===== src/rtl/tri_cmd_loader.sv =====
// Byte-serial triangle loader: XOR-checked packet -> staging bank -> active bank on frame_start.
// Latency: pending on the chk-byte edge, active on the edge after frame_start; no backpressure, din_valid is never stalled.
module tri_cmd_loader #(
    parameter int          TIMEOUT = 1023,
    parameter logic [7:0]  HDR     = 8'hA5
) (
    input  logic       clk,
    input  logic       rst_n,
    input  logic [7:0] din,
    input  logic       din_valid,
    input  logic       frame_start,
    output logic [9:0] v0_x,
    output logic [9:0] v0_y,
    output logic [9:0] v1_x,
    output logic [9:0] v1_y,
    output logic [9:0] v2_x,
    output logic [9:0] v2_y,
    output logic [5:0] color,
    output logic       tri_valid,
    output logic       pending,
    output logic [3:0] err_count
);
    localparam int TW = $clog2(TIMEOUT + 1);

    typedef enum logic [1:0] {S_IDLE, S_PAYLOAD, S_CHECK} state_t;

    state_t           state_q, state_d;
    logic [3:0]       idx_q, idx_d;
    logic [7:0]       xor_q, xor_d;
    logic [9:0][7:0]  tmp_q, tmp_d;
    logic [TW-1:0]    tmo_q, tmo_d;
    logic [65:0]      stg_q, stg_d;
    logic [65:0]      act_q, act_d;
    logic             pending_q, pending_d;
    logic             tri_valid_q, tri_valid_d;
    logic [3:0]       err_q, err_d;
    logic             accept, drop;
    logic [65:0]      tmp_tri;

    // Bank layout: {x0,y0,x1,y1,x2,y2,colour}; hi bytes carry x[9:8] in [1:0], y[9:8] in [5:4].
    assign tmp_tri = {tmp_q[2][1:0], tmp_q[0], tmp_q[2][5:4], tmp_q[1],
                      tmp_q[5][1:0], tmp_q[3], tmp_q[5][5:4], tmp_q[4],
                      tmp_q[8][1:0], tmp_q[6], tmp_q[8][5:4], tmp_q[7],
                      tmp_q[9][5:0]};

    always_comb begin
        state_d     = state_q;
        idx_d       = idx_q;
        xor_d       = xor_q;
        tmp_d       = tmp_q;
        tmo_d       = tmo_q;
        stg_d       = stg_q;
        act_d       = act_q;
        pending_d   = pending_q;
        tri_valid_d = tri_valid_q;
        err_d       = err_q;
        accept      = 1'b0;
        drop        = 1'b0;

        case (state_q)
            S_IDLE: begin
                tmo_d = '0;
                if (din_valid && din == HDR) begin
                    state_d = S_PAYLOAD;
                    idx_d   = '0;
                    xor_d   = '0;
                end
            end
            S_PAYLOAD, S_CHECK: begin
                if (din_valid) begin
                    tmo_d = '0;
                    if (state_q == S_PAYLOAD) begin
                        tmp_d[idx_q] = din;
                        xor_d        = xor_q ^ din;
                        idx_d        = idx_q + 4'd1;
                        if (idx_q == 4'd9)
                            state_d = S_CHECK;
                    end else begin
                        state_d = S_IDLE;
                        accept  = (din == xor_q);
                        drop    = (din != xor_q);
                    end
                end else if (tmo_q == TW'(TIMEOUT)) begin
                    // A byte on the expiry cycle wins (handled above), so this only fires on silence.
                    state_d = S_IDLE;
                    tmo_d   = '0;
                    drop    = 1'b1;
                end else begin
                    tmo_d = tmo_q + TW'(1);
                end
            end
            default: state_d = S_IDLE;
        endcase

        // Swap reads the old staging bank; a same-cycle accept re-arms pending for the next frame.
        if (frame_start && pending_q) begin
            act_d       = stg_q;
            tri_valid_d = 1'b1;
            pending_d   = 1'b0;
        end
        if (accept) begin
            stg_d     = tmp_tri;
            pending_d = 1'b1;
        end
        if (drop && err_q != 4'hF)
            err_d = err_q + 4'd1;
    end

    always_ff @(posedge clk) begin
        if (!rst_n) begin
            state_q     <= S_IDLE;
            idx_q       <= '0;
            xor_q       <= '0;
            tmp_q       <= '0;
            tmo_q       <= '0;
            stg_q       <= '0;
            act_q       <= '0;
            pending_q   <= 1'b0;
            tri_valid_q <= 1'b0;
            err_q       <= '0;
        end else begin
            state_q     <= state_d;
            idx_q       <= idx_d;
            xor_q       <= xor_d;
            tmp_q       <= tmp_d;
            tmo_q       <= tmo_d;
            stg_q       <= stg_d;
            act_q       <= act_d;
            pending_q   <= pending_d;
            tri_valid_q <= tri_valid_d;
            err_q       <= err_d;
        end
    end

    assign {v0_x, v0_y, v1_x, v1_y, v2_x, v2_y, color} = act_q;
    assign tri_valid = tri_valid_q;
    assign pending   = pending_q;
    assign err_count = err_q;
endmodule


===== config.mk =====
export PLATFORM = sky130hd
export DESIGN_NAME = tri_cmd_loader
export DESIGN_NICKNAME = d
export VERILOG_FILES = /design/src/rtl/tri_cmd_loader.sv
export SDC_FILE = /design/constraint.sdc
export NUM_CORES = 1
export LEC_CHECK = 0
export ABC_AREA = 1
export ABC_CLOCK_PERIOD_IN_PS = 2200
export BUFFER_PORTS_ARGS = -buffer_cell sky130_fd_sc_hd__buf_2
export CORE_ASPECT_RATIO = 1.75
export CORE_MARGIN = 4
export CORE_UTILIZATION = 61
export CTS_BUF_LIST = sky130_fd_sc_hd__clkbuf_4 sky130_fd_sc_hd__clkbuf_8
export CTS_CLUSTER_DIAMETER = 80
export DETAILED_ROUTE_END_ITERATION = 10
export PLACE_DENSITY = 0.82
export SLEW_MARGIN = 20
export SYNTH_ARGS = -nofsm -noshare
export SYNTH_HDL_FRONTEND = slang
export SYNTH_SLANG_ARGS = --single-unit

===== constraint.sdc =====
create_clock -name clk -period 2.2 [get_ports clk]
set_input_delay 0.66 -clock clk [delete_from_list [all_inputs] [get_ports clk]]
set_output_delay 0.66 -clock clk [all_outputs]
set_load 0.01 [all_outputs]

==> reports/qor.yml, run 1 <==
run_status:
  outcome: "finished, final reports clean"
logic_synthesis:
  synth-seq-cells: 228
  synth_nets: 1006
  yosysSeqAreaShare_pct: 54.76
  syn_area_um2: 8335
  synth_cells: 985
  avgSynthCellArea_um2: 8.462
  yosysUniqueCellTypes: 29
  ys_warn_count: 0
sta:
  relSlewSlack_pct: 64.67
  max_freq_ghz: 0.4950
  drv_slew: 0
  min_period_ps: 2020
  tightestPinTransition_ps: 527.1
  hold_viol_final: 0
  setup_viol: 0
  fin_skew_ps: 10.07
  min_period_over_period_pct: 91.84
  setup_slack_ps: 179.6
route:
  drt_wl_total_mm: 17.81
  drtIter0Drc: 406
  wl_per_cell_um: 14.17
  ant_nets: 0
  drc: 0
  routed-via-count: 6721
  viasPerCell: 5.347
  drt_pass1_iterations: 5
floorplan:
  io_pins: 84
  die_h_um: 162.6
  dieArea_um2: 15670
  rows: 56
  start_util_pct: 62.28
  die_w_um: 96.37
  placeableCoreArea_um2: 13380
placed_design:
  dp.cells: 1200
  gp_congestion: 0.8725
  preCtsSetupSlack_ps: 154.8
  place_area_um2: 8846
  dp_hpwl_mm: 11.52
  port_buffers: 83
final_layout:
  multiInputGateArea_um2: 3055
  drive_gt1_share_pct: 16.99
  diodes: 0
  final_area_um2: 9548
  syn_to_final_growth_pct: 14.55
  fin_nets: 1081
  regArea_um2: 4564
  final_cells: 1257
  fill_cells: 1062
global_routing:
  gr-total-overflow: 0
  grt_pass1_vias: 6458
  grt_usage_pct: 23.36
  grt_max_degree: 131
  grt_pass1_wl_mm: 29.73
  antenna_found_initial: 0
clocking:
  cts_tree: "yes"
  cts_sinks: 228
  cts_buffers: 31
  root_buffer: "clkbuf_8"
  cts_max_level: 1
  clk_pin_slew_ps: 70
  max-clock-path-buffers: 3
  clk_latency_ps: 560
pwr:
  power_density_nw_per_um2: 820.5
  leakagePower_nw: 3.966
  irDropWorstVdd_mv: 0.5577
critical_path:
  cp-end-kind: "flop"
  crit_arrival_ps: 2440
  worstPathRequired_ps: 2620
  worstSetupStartpointType: "flop"
  worstPathMaxFanout: 13
  critical_path_class: "reg2reg"
flow_run:
  cap_violations: 0
hold_path:
  hold_path.class: "in2reg"
==> synth_stat cells <==
cell type  instances  area (um^2)
nor3_2             2        20.02
nand3_1           24        120.1
a211oi_1           1        7.510
nor2_2             1        6.260
nor2_1            36        135.1
buf_6             10        112.6
o21ai_1            7        35.03
xnor2_1            1        8.760
a31o_2             1        8.760
nor3_4             8        130.1
nor3_1             1        5.000
buf_2              5        25.02
inv_1             96        360.4
buf_4              5        37.54
clkbuf_1          45        168.9
nor3b_1            3        22.52
o21ai_0          193        965.9
nand3_2            2        20.02
ha_1               9        112.6
a21oi_1          209         1046
or2_1              1        6.260
and3_1             1        6.260
dfxtp_1          228         4564
nand2_1           79        296.5
inv_2              4        15.01
nand4_1            2        12.51
o21ai_2            1        8.760
clkinv_1           2        7.510
xor2_1             8        70.07
==> state kept, by name (all words and copies together) (netlist names) <==
register   flops
act_q         66
err_count      4
idx_q          4
pending        1
state_q        2
stg_q         66
tmo_q         10
tmp_q         66
tri_valid      1
xor_q          8
==> worst max-delay path, stage by stage, from the launching register on <==
cell and delay, ps:
dfxtp_1 370, inv_1 70, ha_1 360, nand3_2 110, buf_4 280, o21ai_0 180
nand2_1 130, buf_4 200, nand2_1 60, o21ai_0 80, nor2_1 50
==> power breakdown <==
part,switching (mW),internal (mW)
clock,1.51,1.84
sequential,0.0142,4.15
combinational,0.223,0.0995
==> layout by cell type (no fill, tap or decap), drive strengths merged <==
| cell | Yosys | final |
|---|---|---|
| nand4 | 2 | 2 |
| xor2 | 8 | 8 |
| nand3 | 26 | 26 |
| and3 | 1 | 1 |
| a31o | 1 | 1 |
| a211oi | 1 | 1 |
| clkinvlp | 0 | 1 |
| ha | 9 | 9 |
| inv | 100 | 100 |
| or2 | 1 | 1 |
| nor3b | 3 | 3 |
| a21oi | 209 | 209 |
| nand2 | 79 | 79 |
| dfxtp | 228 | 228 |
| nor2 | 37 | 37 |
| clkinv | 2 | 8 |
| buf | 20 | 107 |
| xnor2 | 1 | 1 |
| nor3 | 11 | 11 |
| clkbuf | 45 | 49 |
| o21ai | 201 | 201 |
==> kinds of logic after synthesis <==
family	share of synthesized area, %
compound gates	24.86
buf+inv	8.721
xor+xnor	0.9457
flops	54.76
fa+ha+maj	1.351
simple gates	9.367
==> area by class of cell <==
type	count	share of cell area, %
well taps	174	2.280
clock buffers	49	6.670
multi-input cells	590	32.00
flip-flops and latches	228	47.81
repair buffers	107	6.788
inverters	102	4.023
clock inverters	7	0.4324
==> per-stage QoR <==
stage	setup TNS (ps)	util [%]	hold slack (ps)	total power, mW
3_3_place_gp	0	66.10	439.4	4.572
4_1_cts	0	71.17	345.8	7.884
5_1_grt	-1.833	71.34	370.1	8.122
6_report	0	71.34	368.4	7.834
3_5_place_dp	0	66.10	445.1	4.578
2_1_floorplan	0	-	429.7	4.472
==> metal layers <==
layer | track usage [%] | wire length, um | vias to the layer above
li1 | - | - | 3447
met1 | 27.63 | 7128 | 3074
met2 | 40.64 | 9252 | 155
met3 | 3.236 | 792 | 45
met4 | 11.30 | 634 | 0
met5 | 0 | 0 | -
==> worst paths after layout <==
kind                                  end  cells after the start  slack [ps]        start
worst max-delay path             idx_q[1]                     10         180   state_q[1]
worst min-delay path              pending                      4         370  frame_start
worst max register to register   idx_q[1]                     10         180   state_q[1]
worst min register to register  act_q[22]                      2         450    stg_q[22]
==> timing repair <==
action	CTS	global route
endpoints found under the hold margin	0	0
buffers inserted	0	1
hold buffers	0	0
endpoints found under the setup margin	0	5
gates resized for setup	0	1
Note: power is estimated with default switching activity, not from simulation.
==> run 2, diff against run 1 <==
- BUFFER_PORTS_ARGS: -buffer_cell sky130_fd_sc_hd__buf_2 -> not set
- CORE_UTILIZATION: 61 -> 62
- CTS_BUF_LIST: sky130_fd_sc_hd__clkbuf_4 sky130_fd_sc_hd__clkbuf_8 -> not set
- DONT_BUFFER_PORTS: not set -> 1
- PLACE_DENSITY: 0.82 -> 0.78
- SLEW_MARGIN: 20 -> not set
==> run 2 against run 1 <==
Combinational power decreased by 21%. Hold slack worse by 48 ps. Flip-flop and latch count did not move. Die area is 1.5% lower. Total power grew 0.81%. Critical path type unchanged. Largest cell class unchanged.
==> reports/qor.yml, run 2 (same netlist as run 1, synthesis figures left out) <==
run_status:
  outcome: "finished, final reports clean"  # unchanged
route:
  drt_pass1_iterations: 5  # unchanged
  viasPerCell: 5.493  # was 5.347
  drt_wl_total_mm: 17.37  # was 17.81 mm
  ant_nets: 0  # unchanged
  wl_per_cell_um: 15.10  # was 14.17 um
  drtIter0Drc: 322  # was 406
  drc: 0  # unchanged
  routed-via-count: 6317  # was 6721
placed_design:
  dp_hpwl_mm: 10.49  # was 11.52 mm
  port_buffers: 0  # was 83
  gp_congestion: 0.8181  # was 0.8725
  preCtsSetupSlack_ps: 175.4  # was 154.8 ps
clocking:
  cts_max_level: 1  # unchanged
  cts_sinks: 228  # unchanged
  hold_buffers: 0  # unchanged
  root_buffer: "clkbuf_16"  # was clkbuf_8
  cts_buffers: 20  # was 31
  max-clock-path-buffers: 3  # unchanged
  clk_pin_slew_ps: 70  # about the same
  clk_latency_ps: 490  # was 560 ps
  cts_tree: "yes"  # unchanged
floorplan:
  start_util_pct: 63.75  # was 62.28%
  dieArea_um2: 15440  # was 15670 um^2
  io_pins: 84  # unchanged
  placeableCoreArea_um2: 13080  # was 13380 um^2
  die_w_um: 95.65  # was 96.37 um
  rows: 55  # was 56
  die_h_um: 161.4  # was 162.6 um
sta:
  fin_skew_ps: 10.90  # was 10.07 ps
  hold_viol_final: 0  # unchanged
  max_freq_ghz: 0.4914  # was 0.4950 GHz
  setup_viol: 0  # unchanged
  relSlewSlack_pct: 67.12  # was 64.67%
  min_period_over_period_pct: 92.51  # was 91.84%
  tightestPinTransition_ps: 491.6  # was 527.1 ps
  fin_tns_setup_ps: 0  # unchanged
  min_period_ps: 2035  # was 2020 ps
  grt_setup_unrepaired: "false"
  setup_slack_ps: 164.8  # was 179.6 ps
  drv_slew: 0  # unchanged
global_routing:
  grt_max_degree: 204  # was 131
  gr-total-overflow: 0  # unchanged
  grt_pass1_wl_mm: 28.26  # was 29.73 mm
  grt_pass1_vias: 6031  # was 6458
  grt_usage_pct: 22.23  # was 23.36%
  antenna_found_initial: 0  # unchanged
final_layout:
  fill_cells: 1056  # was 1062
  multiInputGateArea_um2: 3052  # was 3055 um^2
  reg.largest.list: "act_q: 66 flops, stg_q: 66 flops, tmp_q: 66 flops"  # unchanged
  mostFrequentLayoutCell: "dfxtp_1"  # unchanged
  drive_gt1_share_pct: 7.865  # was 16.99%
  fin_nets: 989  # was 1081
  final_cell_mix: "228 x dfxtp_1, 209 x a21oi_1, 193 x o21ai_0"  # was 228 x dfxtp_1, 208 x a21oi_1, 193 x o21ai_0
  diodes: 0  # unchanged
  regArea_um2: 4564  # unchanged
  syn_to_final_growth_pct: 9.562  # was 14.55%
critical_path:
  crit_arrival_ps: 2400  # was 2440 ps
  worstPathMaxFanout: 43  # was 13
  worst_path_max_delay_cell: "ha_1"  # was dfxtp_1
  cpPeakStageDelay_ps: 400  # was 370 ps
  cp.buffers_inverters: 2  # was 3
  cp-end-kind: "flop"  # unchanged
  crit_chain: "inv_1 -> ha_1 -> nand2_1 -> nor2_1 -> nand3_4 -> buf_16 -> o21ai_0 -> a21oi_1"  # was inv_1 -> ha_1 -> nand3_2 -> buf_4 -> o21ai_0 -> nand2_1 -> buf_4 -> nand2_1 -> o21ai_0 -> nor2_1
  worstSetupStartpointType: "flop"  # unchanged
  critical_path_class: "reg2reg"  # unchanged
  crit_family: "simple AND/OR/NAND/NOR gates"  # was buffers and inverters
  worstPathRequired_ps: 2570  # was 2620 ps
flow_run:
  cap_violations: 0  # unchanged
pwr:
  power_density_nw_per_um2: 864.8  # was 820.5 nW/um^2
  irDropWorstVdd_mv: 0.7605  # was 0.5577 mV
  leakagePower_nw: 3.504  # was 3.966 nW
hold_path:
  hold_path.class: "in2reg"  # unchanged
[run 2: cell types whose count changed in the layout (fill, tap and decap cells not counted), moves of 2 or more]
cell	change
clkbuf_8	-38
clkbuf_4	-6
buf_2	-82
clkbuf_16	+22
clkinv_2	-3
clkbuf_1	+2
buf_12	-2
[run 2: timing repair]
item,4_1_cts,5_1_grt
gates resized for setup,0,1
setup buffers,0,4
endpoints found under the hold margin,0,0
endpoints found under the setup margin,0,6
[run 2: stage by stage]
step,hold WS (ps),instances,cell area (um^2),total power [mW],util (%)
4_1_cts,304.0,1145,9057,7.965,69.27
5_1_grt,306.5,1150,9133,8.177,69.85
6_report,320.5,1150,9133,7.898,69.85
2_1_floorplan,429.7,985,8335,4.472,-
3_3_place_gp,440.2,1112,8397,4.507,64.22
3_5_place_dp,443.8,1112,8397,4.512,64.22
[run 2: area by class of cell]
type | count | share of cell area, %
inverter | 102 | 4.206
timing repair buffer | 26 | 2.822
clock buffer | 28 | 6.590
multi-input combinational | 590 | 33.42
sequential | 228 | 49.98
clock inverter | 5 | 0.6439
tap | 171 | 2.343
[run 2: per-layer routing]
layer  GRT usage [%]  wire length (um)  up-vias
met5               0                 0        -
met4           6.930               450        0
met3           3.588               763       33
met2           38.93              9017      130
met1           27.43              7137     2898
li1                -                 -     3256
[run 2: report_power, final]
group          total [mW]  leakage, nW  switching (mW)  internal [mW]
clock                3.48        0.325            1.45           2.03
combinational       0.256         1.34           0.173         0.0829
sequential           4.16         1.84          0.0150           4.15
total                7.90         3.50            1.64           6.26
[run 2: worst reg2reg max path, delay by kind of cell (launching register included)]
kind,cells,cell delay (ps)
AO/OA/AOI/OAI,2,300
adder cells (fa/ha/maj),1,400
buffers and inverters,2,330
flip-flops,1,370
AND/OR/NAND/NOR,3,530
[run 2: path summary, 6_finish.rpt]
path	from	end	slack, ps	depth (start not counted)
max	state_q[0]	stg_q[53]	160	8
min	rst_n	act_q[10]	320	2
max reg2reg	state_q[0]	stg_q[53]	160	8
min reg2reg	stg_q[3]	act_q[3]	450	2
